$ cat src/rtl/pe_input_port_if.sv
// Handshake bundle between the PE, the input buffer and the crossbar.
// Latency: none, this is a signal bundle only.
// Backpressure: flit_out_ready from the crossbar; the PE is paced by credit_out.
//   master : the environment side (PE + crossbar); drives flit_in, flit_in_valid, flit_out_ready
//   slave  : the input port; drives credit_out, flit_out, flit_out_valid, route_out, count
//   ovf    : present only when PE_INPUT_PORT_OVF_DETECT_EN is defined
interface pe_input_port_if;
    logic [19:0] flit_in;
    logic        flit_in_valid;
    logic        credit_out;
    logic [19:0] flit_out;
    logic        flit_out_valid;
    logic        flit_out_ready;
    logic [4:0]  route_out;
    logic [2:0]  count;
`ifdef PE_INPUT_PORT_OVF_DETECT_EN
    logic        ovf;
`endif

    modport master (
        output flit_in, flit_in_valid, flit_out_ready,
`ifdef PE_INPUT_PORT_OVF_DETECT_EN
        input  ovf,
`endif
        input  credit_out, flit_out, flit_out_valid, route_out, count
    );

    modport slave (
        input  flit_in, flit_in_valid, flit_out_ready,
`ifdef PE_INPUT_PORT_OVF_DETECT_EN
        output ovf,
`endif
        output credit_out, flit_out, flit_out_valid, route_out, count
    );
endinterface

$ cat src/rtl/pe_input_port.sv
// PE-side input buffer of a mesh router: circular flit FIFO with XY route lookup of the head flit.
// Latency: push to flit_out is one cycle (no bypass); head flit, valid and route are combinational.
// Backpressure: crossbar stalls via flit_out_ready; each pop returns one credit to the PE a cycle later;
//               a push into a full buffer without a same-cycle pop is dropped.
// Ports: clk, RST (async active-low), p (pe_input_port_if.slave: flit_in/flit_in_valid,
//        credit_out, flit_out/flit_out_valid/flit_out_ready, route_out, count[, ovf]).
// Optional: define PE_INPUT_PORT_OVF_DETECT_EN to add the sticky ovf drop flag.
module pe_input_port #(
    parameter int DEPTH = 4,
    parameter int X_ID  = 0,
    parameter int Y_ID  = 0
) (
    input logic            clk,
    input logic            RST,
    pe_input_port_if.slave p
);
    localparam int PW = (DEPTH > 1) ? $clog2(DEPTH) : 1;
    localparam logic [1:0] XC = 2'(X_ID);
    localparam logic [1:0] YC = 2'(Y_ID);
    localparam logic [PW-1:0] LAST = PW'(DEPTH - 1);

    typedef struct packed {
        logic [1:0]  dx;
        logic [1:0]  dy;
        logic [15:0] payload;
    } flit_t;

    logic [19:0]   mem [DEPTH];
    logic [PW-1:0] wr_ptr;
    logic [PW-1:0] rd_ptr;
    logic [2:0]    cnt;
    logic          empty;
    logic          full;
    logic          push;
    logic          pop;
    flit_t         head;

    assign empty = (cnt == 3'd0);
    assign full  = (cnt == 3'(DEPTH));
    assign pop   = !empty && p.flit_out_ready;
    // A full buffer still takes a push when the head leaves in the same cycle.
    assign push  = p.flit_in_valid && (!full || pop);

    function automatic logic [PW-1:0] next_ptr(input logic [PW-1:0] ptr);
        return (ptr == LAST) ? '0 : ptr + 1'b1;
    endfunction

    always_ff @(posedge clk or negedge RST) begin
        if (!RST) begin
            wr_ptr       <= '0;
            rd_ptr       <= '0;
            cnt          <= '0;
            p.credit_out <= 1'b0;
        end else begin
            if (push) wr_ptr <= next_ptr(wr_ptr);
            if (pop)  rd_ptr <= next_ptr(rd_ptr);
            case ({push, pop})
                2'b10:   cnt <= cnt + 3'd1;
                2'b01:   cnt <= cnt - 3'd1;
                default: cnt <= cnt;
            endcase
            p.credit_out <= pop;
        end
    end

    // Storage is deliberately not reset; entries are only visible while cnt != 0.
    always_ff @(posedge clk) begin
        if (push) mem[wr_ptr] <= p.flit_in;
    end

`ifdef PE_INPUT_PORT_OVF_DETECT_EN
    always_ff @(posedge clk or negedge RST) begin
        if (!RST) begin
            p.ovf <= 1'b0;
        end else if (p.flit_in_valid && full && !pop) begin
            p.ovf <= 1'b1;
        end
    end
`endif

    assign head             = flit_t'(mem[rd_ptr]);
    assign p.flit_out       = mem[rd_ptr];
    assign p.flit_out_valid = !empty;
    assign p.count          = cnt;

    // XY dimension-order routing: resolve X first, then Y.
    always_comb begin
        p.route_out = 5'b00000;
        if (!empty) begin
            if (head.dx > XC)      p.route_out = 5'b00010;
            else if (head.dx < XC) p.route_out = 5'b00100;
            else if (head.dy > YC) p.route_out = 5'b01000;
            else if (head.dy < YC) p.route_out = 5'b10000;
            else                   p.route_out = 5'b00001;
        end
    end
endmodule

$ cat src/flat_wrapper.sv
// flat-port wrapper written by rule: the top's interface ports become plain ports
module pe_input_port_flat 
#(
    parameter int DEPTH = 4,
    parameter int X_ID  = 0,
    parameter int Y_ID  = 0
)
  (clk, RST, p_flit_in, p_flit_in_valid, p_flit_out_ready, p_credit_out, p_flit_out, p_flit_out_valid, p_route_out, p_count);
  pe_input_port_if p_i ();
  input logic clk;
  input logic RST;
  input wire logic [$bits(p_i.flit_in)-1:0] p_flit_in;
  input wire logic [$bits(p_i.flit_in_valid)-1:0] p_flit_in_valid;
  input wire logic [$bits(p_i.flit_out_ready)-1:0] p_flit_out_ready;
  output wire logic [$bits(p_i.credit_out)-1:0] p_credit_out;
  output wire logic [$bits(p_i.flit_out)-1:0] p_flit_out;
  output wire logic [$bits(p_i.flit_out_valid)-1:0] p_flit_out_valid;
  output wire logic [$bits(p_i.route_out)-1:0] p_route_out;
  output wire logic [$bits(p_i.count)-1:0] p_count;
  assign p_i.flit_in = p_flit_in;
  assign p_i.flit_in_valid = p_flit_in_valid;
  assign p_i.flit_out_ready = p_flit_out_ready;
  assign p_credit_out = p_i.credit_out;
  assign p_flit_out = p_i.flit_out;
  assign p_flit_out_valid = p_i.flit_out_valid;
  assign p_route_out = p_i.route_out;
  assign p_count = p_i.count;
  pe_input_port #(.DEPTH(DEPTH), .X_ID(X_ID), .Y_ID(Y_ID)) u_core (.clk(clk), .RST(RST), .p(p_i));
endmodule
$ cat config.mk
export PLATFORM = sky130hd
export DESIGN_NAME = pe_input_port_flat
export DESIGN_NICKNAME = d
export VERILOG_FILES = /design/src/rtl/pe_input_port_if.sv /design/src/rtl/pe_input_port.sv /design/src/flat_wrapper.sv
export SDC_FILE = /design/constraint.sdc
export NUM_CORES = 1
export LEC_CHECK = 0
export CAP_MARGIN = 15
export CORE_ASPECT_RATIO = 0.8
export CORE_MARGIN = 2
export CORE_UTILIZATION = 48
export CTS_CLUSTER_SIZE = 14
export DETAILED_ROUTE_END_ITERATION = 8
export PLACE_DENSITY = 0.73
export SETUP_SLACK_MARGIN = 0.5
export SLEW_MARGIN = 20
export SYNTH_ARGS = -nofsm -noshare
export SYNTH_HDL_FRONTEND = slang
export SYNTH_SLANG_ARGS = --single-unit
$ cat constraint.sdc
create_clock -name clk -period 5.9 [get_ports clk]
set_input_delay 0.885 -clock clk [delete_from_list [all_inputs] [get_ports clk]]
set_output_delay 0.885 -clock clk [all_outputs]
set_load 0.02 [all_outputs]
==> flow_metrics.py, run 1 <==
metrics = {
    "clock_tree": {
        "cts_tree": "yes",
        "cts_made_buffers": 9,
        "clock_sinks": 88,
        "post_cts_buffers": 0,
        "hold_buffers": 0,
        "cts_resized": 0,
        "clockRootBuffer": "clkbuf_8",
        "path_clk_slew_ns": 0.07,
        "clk_latency_ns": 0.35,
        "clock_path_buffers": 2,
        "htreeDepth": 3,
    },
    "grt": {
        "grt_usage": 0.161,
        "grt-ovfl-total": 0,
        "grt_antenna_before_repair": 0,
        "grt_pass1_vias": 1810,
        "grt_start_max_net_pins": 25,
        "grt_pass1_wl_mm": 9.19,
    },
    "logic_synthesis": {
        "synthTopCellsByCount": "80 x edfxtp_1, 18 x mux4_2, 8 x dfrtp_1",
        "ys_types": 25,
        "seq_area_frac_synth": 0.759,
        "ys_warn_count": 0,
        "synth-main-ff-cell": "edfxtp_1",
        "synth_edf_count": 80,
        "yosysTopAreaCell": "edfxtp_1",
        "synth_cells": 158,
        "synthArstFlopShare": 0.0909,
        "synthesis.area_um2": 3430,
        "avgSynthCellArea_um2": 21.7,
        "yosys-top-cells-area": "edfxtp_1 70%, mux4_2 12%, dfrtp_1 5.8%",
        "yosysMostFrequentCell": "edfxtp_1",
        "synth-seq-cells": 88,
        "synth_top_area_share": 0.701,
    },
    "timing": {
        "finalSetupTns_ns": 0,
        "fin_crit_sh": 0.654,
        "setup_viol": 0,
        "post-route-min-period_ns": 3.86,
        "fmax_mhz": 259,
        "skew_ns": 0.00696,
        "slew-limit-headroom": 0.276,
        "slew_violations": 0,
        "final-hold-violation-count": 0,
        "rsz0062_at_grt": "no",
        "max_slew.worst_pin.slew_ns": 1.09,
    },
    "finish": {
        "layout.nets": 244,
        "antenna_cells": 0,
        "area_growth_pct": 22.9,
        "fin_cells": 305,
        "drive_gt1_frac": 0.179,
    },
    "critical_path": {
        "worstSetupPathType": "reg2out",
        "critPathCaptureType": "primary output",
        "cp_slowest_cell": "dfrtp_1",
        "path_cells": "buf_4, mux4_2, nor2_2, a21boi_2, clkdlybuf4s50_1",
        "required_ns": 5.02,
        "arrival_ns": 2.97,
        "start_kind": "flop",
        "cp_max_fo": 13,
        "crit_start": "u_core.rd_ptr[0]",
        "rr_startpoint": "u_core.p.count[0]",
        "max_stage_delay_ns": 0.77,
        "rrSetupSlack_ns": 3.55,
    },
    "drt": {
        "drtPass1Iterations": 4,
        "via_per_inst": 5.33,
        "drtIter0Drc": 38,
        "num_vias": 1625,
        "routed_wl_mm": 5.84,
        "wl_per_cell_um": 19.2,
        "ant_nets": 0,
        "route.detailed.drc": 0,
    },
    "die": {
        "die_x_um": 98.5,
        "die_h_um": 79.6,
        "die_area_um2": 7840,
        "core_um2": 6890,
        "num_rows": 27,
        "ios": 54,
        "initial_core_util": 0.497,
    },
    "placed_design": {
        "dpl.cell_count": 289,
        "io_buffers": 51,
        "gp_congestion": 0.790,
        "dpl.hpwl_mm": 3.81,
    },
    "worst_hold_path": {
        "min_from": "u_core.wr_ptr[1]",
        "hold_class": "reg2reg",
    },
    "pwr": {
        "ir_worst_vdd_uv": 317,
        "p_leak_nw": 1.43,
        "p_per_area_nw_per_um2": 517,
    },
    "status": {
        "outcome": "completed",
    },
    "run": {
        "cap_violations": 0,
    },
}
-- per-stage QoR --
| step | power [mW] | util | setup slack (ns) | cell area [um^2] | hold WS (ns) |
|---|---|---|---|---|---|
| 2_1_floorplan | 1.43 | - | 3.46 | 3430 | 0.534 |
| 3_3_place_gp | 1.74 | 0.581 | 2.41 | 4000 | 0.542 |
| 3_5_place_dp | 1.78 | 0.581 | 2.35 | 4000 | 0.572 |
| 4_1_cts | 2.21 | 0.611 | 1.95 | 4210 | 0.603 |
| 5_1_grt | 2.30 | 0.611 | 1.78 | 4210 | 0.638 |
| 6_report | 2.18 | 0.611 | 2.04 | 4210 | 0.600 |
-- final cells by class --
cell class	instances	area [um^2]
clock buffer	10	128
clock inverter	6	83.8
multi-input combinational	57	753
fill	507	2680
sequential	88	2600
tap	87	109
timing repair buffer	52	518
inverter	5	18.8
-- state kept, by name, summed over array words and instances, names as in the netlist --
signal	flops
u_core.rd_ptr	2
u_core.mem	80
u_core.wr_ptr	2
u_core.p.credit_out	1
u_core.p.count	3
-- per-layer routing --
metal  track usage  part of all wire
met3        0.0595             0.059
met5             0                 0
met2         0.282              0.52
met1         0.191              0.41
met4        0.0411             0.011
-- where the power goes --
part | switching (mW) | internal (mW) | total [mW]
combinational | 0.396 | 0.423 | 0.819
clock | 0.194 | 0.236 | 0.431
sequential | 0.101 | 0.829 | 0.930
total | 0.692 | 1.49 | 2.18
-- layout by cell type, fill, tap and decap left out --
cell type        netlist  routed
xnor2_1                3       3
clkinv_4               0       1
nor2_1                 3       3
nand4b_1               1       1
mux4_2                18      18
clkinv_1               0       2
mux2i_1                6       6
o41a_1                 1       1
bufinv_16              0       2
clkinvlp_4             0       1
inv_1                  5       5
nand2_1                1       1
clkbuf_1               2       1
nor2_2                 1       1
mux2_2                 5       5
clkbuf_8               0       9
fa_1                   1       1
a21boi_2               1       1
nand4_1                1       1
ha_1                   6       6
or3_1                  1       1
o21a_1                 1       1
clkdlybuf4s50_1        0      51
conb_1                 1       2
a21oi_1                1       1
buf_4                  3       1
edfxtp_1              80      80
and2_1                 4       4
dfrtp_1                8       8
-- cells by family (layout without fill, tap and decap cells) --
logic type / Yosys count / after routing / share of synthesized area
simple gates: 12 / 12 / 0.0197
compound gates: 4 / 4 / 0.0102
flops: 88 / 88 / 0.759
mux: 29 / 29 / 0.152
other cells: 1 / 2 / 0.00109
xor+xnor: 3 / 3 / 0.00767
buf+inv: 14 / 73 / 0.0219
fa+ha+maj: 7 / 7 / 0.0277
-- critical path, delay by kind of cell, from the launching register on --
kind                   cells  cell delay, ns
buffers and inverters      2            1.00
AND/OR/NAND/NOR            1            0.14
multiplexers               1            0.56
flip-flops                 1            0.77
AO/OA/AOI/OAI              1            0.16
-- worst paths after layout --
check | to | depth (start not counted)
min | u_core.wr_ptr[1] | 1
min in group asynchronous | u_core.p.count[2] | 1
min reg2reg | u_core.wr_ptr[1] | 1
max | p_route_out[0] | 5
max in group asynchronous | u_core.wr_ptr[0] | 1
max reg2reg | u_core.p.count[2] | 8
Power figures use the tool's default switching activity.
==> run 2: changes to the inputs <==
PLACE_DENSITY = 0.75   (was 0.73)
clock period = 3.25 ns   (was 5.9 ns; I/O delays follow)
==> flow_metrics.py, run 2 (synthesized netlist as in run 1, its figures left out) <==
metrics = {
    "critical_path": {
        "crit_start": "u_core.rd_ptr[0]",
        "required_ns": 2.76,
        "worstSetupPathType": "reg2out",
        "start_kind": "flop",
        "max_stage_delay_ns": 0.55,
        "rr_startpoint": "u_core.p.count[0]",
        "path_cells": "buf_4, mux4_2, clkdlybuf4s50_1",
        "critPathCaptureType": "primary output",
        "arrival_ns": 2.12,
        "cp_slowest_cell": "mux4_2",
        "cp_max_fo": 12,
    },
    "drt": {
        "num_vias": 1649,
        "ant_nets": 0,
        "drtIter0Drc": 75,
        "wl_per_cell_um": 18.0,
        "via_per_inst": 5.30,
        "routed_wl_mm": 5.59,
        "drtPass1Iterations": 4,
        "route.detailed.drc": 0,
    },
    "timing": {
        "skew_ns": 0.0111,
        "fin_crit_sh": 0.801,
        "rsz0062_at_grt": "no",
        "final-hold-violation-count": 0,
        "setup_viol": 0,
        "slew_violations": 0,
        "post-route-min-period_ns": 2.60,
        "hold_slack_ns": 0.433,
        "finalSetupTns_ns": 0,
        "fmax_mhz": 384,
    },
    "finish": {
        "most-common-layout-cells": "80 x edfxtp_1, 49 x clkdlybuf4s50_1, 18 x mux4_2",
        "largest_reg_flops": 80,
        "drive_gt1_frac": 0.210,
        "antenna_cells": 0,
        "fillCellCount": 512,
        "layout.nets": 250,
        "final_common_cell": "edfxtp_1",
        "area_growth_pct": 23.0,
        "top_register": "u_core.mem",
    },
    "clock_tree": {
        "cts_made_buffers": 9,
        "clock_path_buffers": 2,
        "clk_latency_ns": 0.34,
        "hold_buffers": 0,
        "cts_resized": 2,
        "cts_tree": "yes",
        "clock_sinks": 88,
        "post_cts_buffers": 0,
        "clockRootBuffer": "clkbuf_8",
        "path_clk_slew_ns": 0.08,
        "htreeDepth": 3,
    },
    "die": {
        "num_rows": 27,
        "die_area_um2": 7840,
        "core_um2": 6890,
        "ios": 54,
        "die_x_um": 98.5,
        "die_h_um": 79.6,
        "initial_core_util": 0.497,
    },
    "grt": {
        "grt-ovfl-total": 0,
        "grt_antenna_before_repair": 0,
        "grt_pass1_vias": 1718,
        "grt_usage": 0.156,
        "grt_pass1_wl_mm": 9.00,
        "grt_start_max_net_pins": 21,
    },
    "pwr": {
        "ir_worst_vdd_uv": 435,
        "p_leak_nw": 1.45,
        "p_per_area_nw_per_um2": 905,
    },
    "placed_design": {
        "io_buffers": 51,
        "dpl.hpwl_mm": 3.77,
        "gp_congestion": 0.722,
    },
    "status": {
        "outcome": "completed",
    },
    "worst_hold_path": {
        "hold_class": "in2async",
    },
    "run": {
        "cap_violations": 0,
    },
}
[run 2: critical path: cells and delay by family (launching register included)]
kind / cells / cell delay (ns)
muxes: 1 / 0.55
buffers and inverters: 2 / 0.81
DFF: 1 / 0.41
[run 2: final cells by class]
cell class | instances | area (um^2) | area share
multi-input cells | 57 | 757 | 0.180
repair buffers | 58 | 568 | 0.135
flip-flops and latches | 88 | 2610 | 0.618
well taps | 87 | 109 | 0.0258
clock buffers | 12 | 135 | 0.0320
clock inverters | 4 | 23.8 | 0.00564
inverters | 5 | 18.8 | 0.00445
[run 2: final timing paths]
kind / to / depth (start not counted) / slack (ns)
worst max-delay path: p_flit_out[4] / 3 / 0.65
worst min-delay path: u_core.wr_ptr[0] / 1 / 0.43
worst max register to register: u_core.p.count[2] / 8 / 0.94
worst min register to register: u_core.wr_ptr[1] / 1 / 0.59
max in group asynchronous: u_core.rd_ptr[1] / 1 / 2.49
min in group clk: u_core.wr_ptr[1] / 1 / 0.59
[run 2: metrics by stage]
step                cells  worst slack, ns  total power [mW]  cell area (um^2)  utilization
CTS                   311            0.431              3.85              4210        0.610
global placement      295            0.743              3.21              4050        0.587
finish                311            0.646              3.81              4220        0.612
floorplan             159            0.932              2.60              3430            -
global route          311            0.527              4.01              4220        0.612
detailed placement    295            0.711              3.24              4050        0.587
[run 2: power by group]
| part | total, mW | internal, mW | switching (mW) |
|---|---|---|---|
| combinational | 1.57 | 0.796 | 0.772 |
| clock | 0.616 | 0.275 | 0.341 |
| sequential | 1.63 | 1.50 | 0.127 |
| total | 3.81 | 2.57 | 1.24 |
[run 2: per-layer routing]
metal,up-vias,share of wire,track usage
met5,-,0,0
met4,0,0.011,0.0507
met3,6,0.057,0.0587
met2,45,0.51,0.250
met1,853,0.42,0.199
li1,745,-,-
==> run 3: changes to the inputs <==
PLACE_DENSITY = 0.73   (was 0.75)
clock period = 2.55 ns   (was 3.25 ns; I/O delays follow)
==> flow_metrics.py, run 3 (synthesized netlist as in run 1, its figures left out) <==
metrics = {
    "timing": {
        "finalSetupTns_ns": 0,
        "slew_violations": 0,
        "skew_ns": 0.00623,
        "setup_viol": 0,
        "post-route-min-period_ns": 2.25,
        "rsz0062_at_grt": "yes",
        "fmax_mhz": 445,
        "max_slew.worst_pin.slew_ns": 0.559,
        "slew-limit-headroom": 0.627,
        "final-hold-violation-count": 0,
        "fin_crit_sh": 0.881,
    },
    "run": {
        "cap_violations": 0,
    },
    "clock_tree": {
        "clockRootBuffer": "clkbuf_8",
        "cts_tree": "yes",
        "clock_path_buffers": 2,
        "clock_sinks": 88,
        "cts_made_buffers": 9,
        "clk_latency_ns": 0.35,
        "path_clk_slew_ns": 0.08,
        "htreeDepth": 3,
    },
    "grt": {
        "grt-ovfl-total": 0,
        "grt_pass1_vias": 1840,
        "grt_start_max_net_pins": 21,
        "grt_antenna_before_repair": 0,
        "grt_pass1_wl_mm": 9.60,
        "grt_usage": 0.168,
    },
    "drt": {
        "ant_nets": 0,
        "wl_per_cell_um": 19.0,
        "drtIter0Drc": 147,
        "route.detailed.drc": 0,
        "num_vias": 1737,
        "drtPass1Iterations": 4,
        "via_per_inst": 5.30,
        "routed_wl_mm": 6.24,
    },
    "worst_hold_path": {
        "hold_class": "in2async",
    },
    "finish": {
        "layout.nets": 267,
        "area_growth_pct": 33.2,
        "final_common_cell": "edfxtp_1",
        "most-common-layout-cells": "80 x edfxtp_1, 27 x clkdlybuf4s50_1, 18 x mux4_2",
        "largest_reg_flops": 80,
        "antenna_cells": 0,
        "drive_gt1_frac": 0.444,
        "final_core_util": 0.662,
        "top_register": "u_core.mem",
    },
    "die": {
        "core_um2": 6890,
        "die_h_um": 79.6,
        "ios": 54,
        "die_x_um": 98.5,
        "die_area_um2": 7840,
        "initial_core_util": 0.497,
        "num_rows": 27,
    },
    "placed_design": {
        "gp_congestion": 0.724,
        "dpl.hpwl_mm": 3.87,
        "io_buffers": 51,
    },
    "critical_path": {
        "cp_max_fo": 6,
        "start_kind": "flop",
        "max_stage_delay_ns": 0.48,
        "worstSetupPathType": "reg2out",
        "cp_slowest_cell": "dfrtp_2",
        "worst-r2r-cell-count": 6,
        "required_ns": 2.17,
        "critPathCaptureType": "primary output",
        "path_cells": "buf_4, buf_16, mux4_2, clkdlybuf4s15_2",
        "arrival_ns": 1.86,
    },
    "pwr": {
        "p_per_area_nw_per_um2": 1250,
        "ir_worst_vdd_uv": 520,
        "p_leak_nw": 1.61,
    },
    "status": {
        "outcome": "completed",
    },
}
run 3: changes by cell type in the layout (fill, tap and decap cells not counted), sizes merged:
| cell | previous run | this run |
|---|---|---|
| buf | 7 | 45 |
| clkdlybuf4s50 | 49 | 27 |
| bufinv | 0 | 3 |
| clkbuf | 12 | 9 |
| clkdlybuf4s15 | 0 | 2 |
| clkinvlp | 2 | 1 |
| dlymetal6s2s | 1 | 0 |
| inv | 5 | 6 |
run 3: what timing repair did:
item | in CTS | in global routing
hold buffers | 0 | 0
pin swaps | 2 | 7
hold endpoints to repair | 0 | 0
setup buffers | 8 | 10
cloned | 2 | 0
setup endpoints to repair | 106 | 24
gates resized for setup | 121 | 25
run 3: worst paths after layout:
kind / startpoint / to / slack (ns)
setup / recovery: u_core.rd_ptr[0] / p_flit_out[0] / 0.30
hold / removal: RST / u_core.wr_ptr[1] / 0.31
setup reg to reg: u_core.p.count[1] / u_core.p.count[1] / 0.55
hold reg to reg: u_core.p.count[0] / u_core.p.count[0] / 0.53
max in group asynchronous: RST / u_core.rd_ptr[0] / 1.94
min in group clk: u_core.p.count[0] / u_core.p.count[0] / 0.53
run 3: per-stage QoR:
stage	cell area [um^2]	setup WS [ns]	hold WS [ns]	cells	total power, mW
floorplan	3460	0.505	0.0869	159	3.34
global placement	4040	0.140	0.518	292	4.08
detailed placement	4040	0.0175	0.538	292	4.16
CTS	4410	0.277	0.314	318	5.45
global route	4570	0.223	0.322	328	5.99
finish	4570	0.303	0.312	328	5.71
run 3: cell type report:
class | count | area, um^2
clock inverter | 7 | 119
tap | 87 | 109
fill | 454 | 2330
clock buffer | 9 | 124
multi-input combinational | 57 | 831
inverter | 5 | 18.8
timing repair buffer | 75 | 757
sequential | 88 | 2610
run 3: worst max-delay path: cells and delay by family, from the launching register on:
family                 cells  cell delay, ns
buffers and inverters      3            0.55
flip-flops                 1            0.48
multiplexers               1            0.48
run 3: layer usage:
| layer | GRT usage | vias up | routed length (um) |
|---|---|---|---|
| met5 | 0 | - | 0 |
| met4 | 0.0247 | 0 | 31 |
| met3 | 0.0639 | 8 | 390 |
| met2 | 0.297 | 57 | 3240 |
| met1 | 0.202 | 887 | 2580 |
| li1 | - | 785 | - |
run 3: report_power, final:
| group | internal (mW) | switching, mW | total [mW] |
|---|---|---|---|
| registers | 1.92 | 0.137 | 2.06 |
| logic | 1.34 | 1.19 | 2.53 |
| clock network | 0.652 | 0.470 | 1.12 |
| total | 3.91 | 1.80 | 5.71 |
